File: config.mk
export PLATFORM = sky130hd
export DESIGN_NAME = npc_bpred
export DESIGN_NICKNAME = d
export VERILOG_FILES = /design/src/rtl/npc_pkg.sv /design/src/rtl/btb_bank.sv /design/src/rtl/npc_bpred.sv
export SDC_FILE = /design/constraint.sdc
export NUM_CORES = 2
export LEC_CHECK = 0
export CORE_MARGIN = 2
export CORE_UTILIZATION = 45
export DETAILED_ROUTE_END_ITERATION = 12
export GPL_ROUTABILITY_DRIVEN = 0
export HOLD_SLACK_MARGIN = 0.08
export PLACE_DENSITY = 0.65
export SKIP_CTS_REPAIR_TIMING = 1
export SYNTH_ARGS = -nofsm -noshare
export SYNTH_HDL_FRONTEND = slang
export SYNTH_SLANG_ARGS = --single-unit
File: constraint.sdc
create_clock -name clk -period 50.6 [get_ports clk]
set_input_delay 12.65 -clock clk [delete_from_list [all_inputs] [get_ports clk]]
set_output_delay 12.65 -clock clk [all_outputs]
set_load 0.01 [all_outputs]
File: src/rtl/npc_pkg.sv
// npc_pkg: shared constants and helpers for the next-PC generator and its BTB.
//   CTR_*      : 2-bit saturating direction counter encodings
//   ctr_next() : saturating counter step toward the resolved direction
//   idx_w()    : BTB index width for a given entry count
//   tag_w()    : BTB tag width for a given PC width and entry count
package npc_pkg;

   localparam logic [1:0] CTR_SNT = 2'b00;
   localparam logic [1:0] CTR_WNT = 2'b01;
   localparam logic [1:0] CTR_WT  = 2'b10;
   localparam logic [1:0] CTR_ST  = 2'b11;

   function automatic logic [1:0] ctr_next(input logic [1:0] ctr, input logic taken);
      logic [1:0] res;
      if (taken) begin
         res = (ctr == CTR_ST) ? CTR_ST : ctr + 2'd1;
      end else begin
         res = (ctr == CTR_SNT) ? CTR_SNT : ctr - 2'd1;
      end
      return res;
   endfunction

   function automatic int unsigned idx_w(input int unsigned depth);
      return $clog2(depth);
   endfunction

   // The two low PC bits are always zero and are excluded from index and tag.
   function automatic int unsigned tag_w(input int unsigned pc_w, input int unsigned depth);
      return pc_w - idx_w(depth) - 2;
   endfunction

endpackage

File: src/rtl/btb_bank.sv
// btb_bank: direct-mapped branch target buffer with 2-bit direction counters.
//   clk, reset          : clock, asynchronous active-high reset
//   lk_pc_i             : lookup address (combinational read, old contents on collision)
//   lk_taken_o          : entry hits and its counter predicts taken
//   lk_target_o         : stored target of the indexed entry (low bits zero)
//   upd_valid_i/pc/taken/target : training port for resolved branches and j/jal
module btb_bank
   import npc_pkg::*;
#(
   parameter int unsigned PC_W  = 32,
   parameter int unsigned DEPTH = 16
) (
   input  logic            clk,
   input  logic            reset,
   input  logic [PC_W-1:0] lk_pc_i,
   output logic            lk_taken_o,
   output logic [PC_W-1:0] lk_target_o,
   input  logic            upd_valid_i,
   input  logic [PC_W-1:0] upd_pc_i,
   input  logic            upd_taken_i,
   input  logic [PC_W-1:0] upd_target_i
);

   localparam int unsigned IDX_W = idx_w(DEPTH);
   localparam int unsigned TAG_W = tag_w(PC_W, DEPTH);

   // Targets are kept as word addresses; the zero byte offset is reattached on read.
   logic             valid_q  [DEPTH];
   logic [TAG_W-1:0] tag_q    [DEPTH];
   logic [PC_W-3:0]  target_q [DEPTH];
   logic [1:0]       ctr_q    [DEPTH];

   logic             valid_d  [DEPTH];
   logic [TAG_W-1:0] tag_d    [DEPTH];
   logic [PC_W-3:0]  target_d [DEPTH];
   logic [1:0]       ctr_d    [DEPTH];

   logic [IDX_W-1:0] lk_idx;
   logic [TAG_W-1:0] lk_tag;
   logic [IDX_W-1:0] upd_idx;
   logic [TAG_W-1:0] upd_tag;
   logic             upd_hit;
   logic             unused_lsbs;

   assign lk_idx  = lk_pc_i[IDX_W+1:2];
   assign lk_tag  = lk_pc_i[PC_W-1:IDX_W+2];
   assign upd_idx = upd_pc_i[IDX_W+1:2];
   assign upd_tag = upd_pc_i[PC_W-1:IDX_W+2];

   assign unused_lsbs = ^{lk_pc_i[1:0], upd_pc_i[1:0], upd_target_i[1:0]};

   // Lookup reads only the registered arrays, so a same-cycle update is not bypassed.
   assign lk_taken_o  = valid_q[lk_idx] && (tag_q[lk_idx] == lk_tag) && ctr_q[lk_idx][1];
   assign lk_target_o = {target_q[lk_idx], 2'b00};

   assign upd_hit = valid_q[upd_idx] && (tag_q[upd_idx] == upd_tag);

   always_comb begin
      valid_d  = valid_q;
      tag_d    = tag_q;
      target_d = target_q;
      ctr_d    = ctr_q;
      if (upd_valid_i) begin
         if (upd_hit) begin
            ctr_d[upd_idx] = ctr_next(ctr_q[upd_idx], upd_taken_i);
            if (upd_taken_i) begin
               target_d[upd_idx] = upd_target_i[PC_W-1:2];
            end
         end else if (upd_taken_i) begin
            valid_d[upd_idx]  = 1'b1;
            tag_d[upd_idx]    = upd_tag;
            target_d[upd_idx] = upd_target_i[PC_W-1:2];
            ctr_d[upd_idx]    = CTR_WT;
         end
      end
   end

   always_ff @(posedge clk or posedge reset) begin
      if (reset) begin
         for (int unsigned i = 0; i < DEPTH; i++) begin
            valid_q[i]  <= 1'b0;
            tag_q[i]    <= '0;
            target_q[i] <= '0;
            ctr_q[i]    <= CTR_WNT;
         end
      end else begin
         valid_q  <= valid_d;
         tag_q    <= tag_d;
         target_q <= target_d;
         ctr_q    <= ctr_d;
      end
   end

endmodule

File: src/rtl/npc_bpred.sv
// npc_bpred: registered fetch PC with BTB-based next-PC prediction.
//   clk, reset                 : clock, asynchronous active-high reset
//   stall_i                    : hold the fetch PC
//   redirect_i, redirect_pc_i  : EX correction; wins over stall
//   upd_*                      : BTB training from resolved branches and j/jal
//   pc_o, pc_plus4_o           : current fetch PC and its sequential successor
//   pred_taken_o, pred_target_o: prediction for pc_o and the predicted next PC
module npc_bpred
   import npc_pkg::*;
#(
   parameter int unsigned     PC_W      = 32,
   parameter int unsigned     BTB_DEPTH = 16,
   parameter logic [PC_W-1:0] RESET_PC  = 32'h0000_3000
) (
   input  logic            clk,
   input  logic            reset,
   input  logic            stall_i,
   input  logic            redirect_i,
   input  logic [PC_W-1:0] redirect_pc_i,
   input  logic            upd_valid_i,
   input  logic [PC_W-1:0] upd_pc_i,
   input  logic            upd_taken_i,
   input  logic [PC_W-1:0] upd_target_i,
   output logic [PC_W-1:0] pc_o,
   output logic [PC_W-1:0] pc_plus4_o,
   output logic            pred_taken_o,
   output logic [PC_W-1:0] pred_target_o
);

   logic [PC_W-1:0] pc_q;
   logic [PC_W-1:0] pc_d;
   logic [PC_W-1:0] btb_target;
   logic            btb_taken;
   logic            unused_redir_lsbs;

   btb_bank #(
      .PC_W  (PC_W),
      .DEPTH (BTB_DEPTH)
   ) u_btb (
      .clk          (clk),
      .reset        (reset),
      .lk_pc_i      (pc_q),
      .lk_taken_o   (btb_taken),
      .lk_target_o  (btb_target),
      .upd_valid_i  (upd_valid_i),
      .upd_pc_i     (upd_pc_i),
      .upd_taken_i  (upd_taken_i),
      .upd_target_i (upd_target_i)
   );

   assign unused_redir_lsbs = ^redirect_pc_i[1:0];

   // Natural-width add wraps modulo 2^PC_W.
   assign pc_plus4_o    = pc_q + PC_W'(4);
   assign pc_o          = pc_q;
   assign pred_taken_o  = btb_taken;
   assign pred_target_o = btb_taken ? btb_target : pc_plus4_o;

   always_comb begin
      pc_d = pred_target_o;
      if (redirect_i) begin
         pc_d = {redirect_pc_i[PC_W-1:2], 2'b00};
      end else if (stall_i) begin
         pc_d = pc_q;
      end
   end

   always_ff @(posedge clk or posedge reset) begin
      if (reset) begin
         pc_q <= RESET_PC;
      end else begin
         pc_q <= pc_d;
      end
   end

endmodule

[Word-level counts from Yosys, hierarchy flattened]
Index checks and enable logic that the tools add are counted.
Word-level totals
  output and inout bits: 97
  input port bits: 102
  memories: 0
  bits in writable memories: 0
  logic and storage cells: 133
  memory bits (read-only): 0
  bits in latches: 0
  register bits: 976
Cells by class
  add/sub/neg operators: 3
  bitwise operators: 7
  multiply operators: 0
  reduce and logical (&&, ||, !) cells: 9
  equality and inequality tests: 4
  div/mod/pow operators: 0
  shift operators: 0
  order comparisons: 3
  multiplexer cells: 42
Operators with widths (number)
  $bwmux 480: 1
  $bwmux 416: 1
  $bmux 26 s4: 2
  $mux 32: 5
  $mux 26: 5
  $bmux 30 s4: 1
  $demux 30 s4: 1
  $demux 26 s4: 1
  $mux 30: 3
  $eq 26x26->1: 2
  $add 32x3->32 const B: 1
  $bwmux 32: 1
  $or 16x16->16: 2
  $mux 2: 10
  $and 16x16->16: 1
  $bmux 2 s4: 2
  $not 16->16: 1
  $ge 5x5->1 const B: 2
  $not 4->5: 2
  $bmux 1 s4: 2
  $demux 2 s4: 1
  $lt 5x1->1 const B: 1
  $mux 1: 5
  $demux 1 s4: 1
  10 further kinds: 14

[Longest topological paths before layout]
  word-level depth: 11
  gate-level depth with buffers: 17
  mapped depth without buffers: 9

[Cells and area by module]
Synthesis repeated with hierarchy kept, for this count alone.
Unflattened totals
  cell total of the unflattened synthesis: 3414
  area total of the unflattened synthesis: 50133.1 sq um
Modules (own cells, without submodules)
  btb_bank: cells each 3059, area each 47234.1 sq um, times used 1, seq. area each 23642.7 sq um
  npc_bpred: cells each 355, area each 2899.0 sq um, times used 1, seq. area each 803.3 sq um

[Worst setup path before layout]
No wires, ideal clock.
  kind: reg2out
  start: register pc_q[2], in the netlist pc_o[2]
  end: output pred_target_o[22]
  buffers on the path: 6
  stages on the path, launching flop included: 15
  path slack: 34.707 ns
  data required time: 37.950 ns
  data arrival time: 3.243 ns
  cell sequence: dfrtp_1 buf_4 buf_6 buf_6 buf_6 mux4_2 mux2i_1 mux2i_1 xnor2_1 nand4b_1 a2111oi_0 nand3b_1 buf_2 buf_2 o2bb2ai_1
Between the ends
  longest elaborated chain between the ends: 8
  elaborated cells on any way between the ends: 18
  those cells by class: 1 x add/sub; 1 x eq/ne; 13 x mux; 1 x bitwise; 2 x reduce/logical
Ends and longest elaborated chain
  from (decl): line npc_bpred.sv:30  | logic [PC_W-1:0] pc_q;
  from (signal assigned): line npc_bpred.sv:72  | pc_q <= pc_d;
  $not 4->5 (implied by the code): line btb_bank.sv:53, btb_bank.sv:54
  $bmux 26 s4: line btb_bank.sv:53  | assign lk_taken_o = valid_q[lk_idx] && (tag_q[lk_idx] == lk_tag) && ctr_q[lk_idx][1];
  $mux 26 (implied by the code) (2 in series): line btb_bank.sv:53
  $eq 26x26->1: line btb_bank.sv:53
  $logic_and 1x1->1 (2 in series): line btb_bank.sv:53
  $mux 32 (*): line npc_bpred.sv:57  | assign pred_target_o = btb_taken ? btb_target : pc_plus4_o;
  to (decl): line npc_bpred.sv:27  | output logic [PC_W-1:0] pred_target_o
Mark *: on every way between the ends. The rest lies on a longest branch, timed or not. The select of a mux whose other input is x is not followed.

[Worst setup path after layout]
  start: register pc_q[2], in the netlist pc_o[2]
  end: output pred_target_o[10]
Same word-level chain as after synthesis.

==> key figures <==
Clock network
  – Clk buf depth: 3
  – Clk_lat worst skew: ~0.7 ns
  – Inserted Clock Buffers: about 110
  – Root Driver: clkbuf_16
  – Sink Count: slightly below 1k
  – H-tree depth: 3
  – CTS clk-pin slew, worst paths: approximately 0.06 ns
  – TritonCTS clock tree: done

Detailed routing
  – Drc violations: 0
  – 1st-iter DRT viols: 3060
  – Post-route ant nets: 0
  – Via Count: roughly 32k
  – WL per Instance: ~30 µm
  – Vias per inst: ~6.2
  – WL final: roughly 150000 µm
  – TritonRoute pass-1 iters: 5

Floorplan
  – Die width: 338 µm
  – Die area: approximately 0.11 mm²
  – Initial Util: 0.454
  – Io pins: 199
  – Die Ht: 338 µm
  – Rows: roughly 120
  – Core area: between 0.1 and 0.15 mm²

Final layout
  – Multi-input gate area: approximately 0.024 mm²
  – Post-layout util: 0.512
  – Filler Cell Count: approximately 9.5k
  – FF+latch area: 0.0245 mm²
  – Fin nets: between 3k and 4k
  – Layout cell share with drive strength beyond 1: 0.373
  – Area Growth Syn to Fin: 12.7%

Critical path
  – Crit end category: output port
  – Worst Path Buf+Inv: 3
  – FF-to-FF setup slack: 44.38 ns
  – Crit-path slowest cell: o2bb2ai_1
  – Reg2reg path depth: 11
  – Delay-heaviest family, CP: buffers and inverters
  – Crit path cell chain: buf_4, mux4_2, mux2i_1, xnor2_1, nor3_1, nor2_1, a2111oi_0, nand3b_1, buf_4, o2bb2ai_1, clkdlybuf4s50_1
  – Slowest stage delay, CP: 0.99 ns
  – Worst path arrival time: 7.24 ns
  – CP Max Fanout: 40
  – CP most frequent cell: buf_4
  – Worst setup SP type: register
  – CP required: roughly 38 ns
  – FF-to-FF End: pc_o[10]
  – WS Path Type: reg2out
  – R2r startpoint: pc_o[2]

Worst hold path
  – Hold path startpoint: u_btb.ctr_q[10]
  – Min-delay worst type: reg2reg
  – Worst Hold Path EP: u_btb.ctr_q[10]
  – WHS Path Cells: 2

Power and ir drop
  – Worst IR Drop VDD: approximately 0.036 mV
  – Pwr per Cell Area: 42.0 mW/mm²
  – Leakage: around 0.025 µW

Global routing
  – Grt total ovfl: 0
  – Initial antenna violation count: 13
  – First-pass GRT wire length: roughly 220000 µm
  – GRT Total Usage: 0.263
  – Largest net degree at the start of global routing: about 130
  – Number of global-route vias before repair: 32.4k

STA
  – Final Slew Violations: 0
  – Rel. slew slack: 0.138
  – Final setup fails: 0
  – Worst-Margin Slew: between 1 and 1.5 ns
  – Worst Skew: around 0.041 ns
  – Setup tns final: 0 ns
  – Tmin final: a little under 20 ns
  – Max Fclk: between 50 and 60 MHz
  – RSZ-0062 raised after global routing: no
  – Final Hold Vio Count: 0
  – Final Cycle Share: 0.393

Logic synthesis
  – Yosys reg bits: 976
  – Avg Cell Area, Syn: between 10 and 15 µm²
  – Cells after Synth: roughly 3.5k
  – Number of synthesized flops with an enable pin: 0
  – Syn Nets: roughly 3.6k
  – Post-synth ARST share: 1.00
  – Cell Area, Synth: between 0.05 and 0.06 mm²
  – Primary FF master, synth: dfrtp_1
  – Synth cell types: approximately 80
  – Register area share after synthesis: 0.486
  – Yosys warning total: 0

Place
  – Buffers on Ports: 192
  – HPWL after DPL: 90400 µm

Run status
  – Status: complete, no violations

Flow run
  – Max-cap violations: 0
## per-layer routing
metal  up-vias  part of all wire  GRT usage
li1      13100                 -          -
met1     17000              0.45      0.378
met2      1121              0.45      0.400
met3       235             0.078     0.0638
met4        16             0.025     0.0718
met5         -           0.00064          0
## flip-flops by register name (all words and copies together), names as in the netlist
register and flops:
u_btb.target_q 480, u_btb.tag_q 416, u_btb.ctr_q 32, u_btb.valid_q 16
pc_o 32
## how the worst max path moves through the flow
stage	start	endpoint	slack (ns)	depth (start not counted)
after CTS	pc_o[2]	pred_target_o[10]	31.01	11
after detailed placement	pc_o[2]	pred_target_o[10]	31.83	11
after floorplan	reset	pc_o[0]	10.52	1
after global routing	pc_o[2]	pred_target_o[10]	30.60	11
after global placement	pc_o[2]	pred_target_o[10]	31.80	11
final	pc_o[2]	pred_target_o[10]	30.71	11
## worst register-to-register path, stage by stage, from the launching register on
cell and delay, ns:
dfrtp_4 0.93, buf_4 0.85, mux4_2 0.66, mux2i_1 0.56
xnor2_1 0.14, nor3_1 0.26, nor2_1 0.07, a2111oi_0 0.80
nand3b_1 0.22, buf_4 0.29, o2bb2ai_1 1.01, o221a_2 0.37
## layout by cell type (no fill, tap or decap), drive strengths merged, types with 10 or more instances in the layout
cell type	instances
nand2b	33
o2bb2ai	32
mux2	935
o21ai	43
nor3	34
xor2	33
clkinv	22
nand4	14
a22o	10
xnor2	47
nand3	32
mux2i	160
buf	87
nand2	93
a21oi	27
a22oi	38
clkbuf	161
dfrtp	958
o221a	29
mux4	311
and2	15
clkdlybuf4s50	188
nor2	71
inv	38
dfstp	18
o22ai	11
## through the flow
step	power, µW	setup slack [ns]	hold WS, ns	instance area, µm²	std cells
after floorplan	1410	10.52	0.438	50300	3476
after detailed placement	1580	31.83	0.454	53000	4892
after global routing	2480	30.60	0.477	56700	5088
after global placement	1560	31.80	0.452	53000	4892
after CTS	2390	31.01	0.463	56700	5086
final	2380	30.71	0.465	56700	5089
## cells by family (layout without fill, tap and decap cells)
family                   after synthesis  in the layout  share of synthesized area
AO/OA/AOI/OAI                        276            276                     0.0428
XOR/XNOR                              80             80                     0.0139
adder cells (fa/ha/maj)                3              3                   0.000647
buffers and inverters                383            505                     0.0405
flip-flops                           976            976                      0.486
multiplexers                        1406           1406                      0.380
other                                  0              3                          0
AND/OR/NAND/NOR                      352            352                     0.0359
## Yosys cell counts, types with 29 or more instances
master	n	area, µm²
mux4_2	311	7000
mux2_1	266	3000
o21ai_0	43	215
nor2_1	70	263
nand2_1	93	349
dfrtp_1	958	24000
inv_1	31	116
o2bb2ai_1	32	280
buf_1	46	173
nor3_1	33	165
o221a_2	29	327
clkbuf_1	181	679
buf_2	33	165
xnor2_1	47	412
xor2_1	33	289
a22oi_1	38	285
mux2_2	669	7530
mux2i_1	160	1600
nand3_1	32	160
buf_6	57	642
nand2b_1	33	206
## layout make-up
class | count | share of cell area
Clock inverter | 33 | 0.00821
Inverter | 36 | 0.00256
Clock buffer | 161 | 0.0570
Antenna cell | 3 | 0.000132
Sequential cell | 976 | 0.431
Timing Repair Buffer | 275 | 0.0455
Tap cell | 1488 | 0.0328
Multi-Input combinational cell | 2117 | 0.422
## power breakdown
part | internal, µW | total, µW | switching [µW] | leakage (µW)
clock network | 474 | 812 | 339 | 0.00181
logic | 293 | 528 | 235 | 0.0104
registers | 932 | 1040 | 108 | 0.0123
Note: power is estimated with default switching activity, not from simulation.
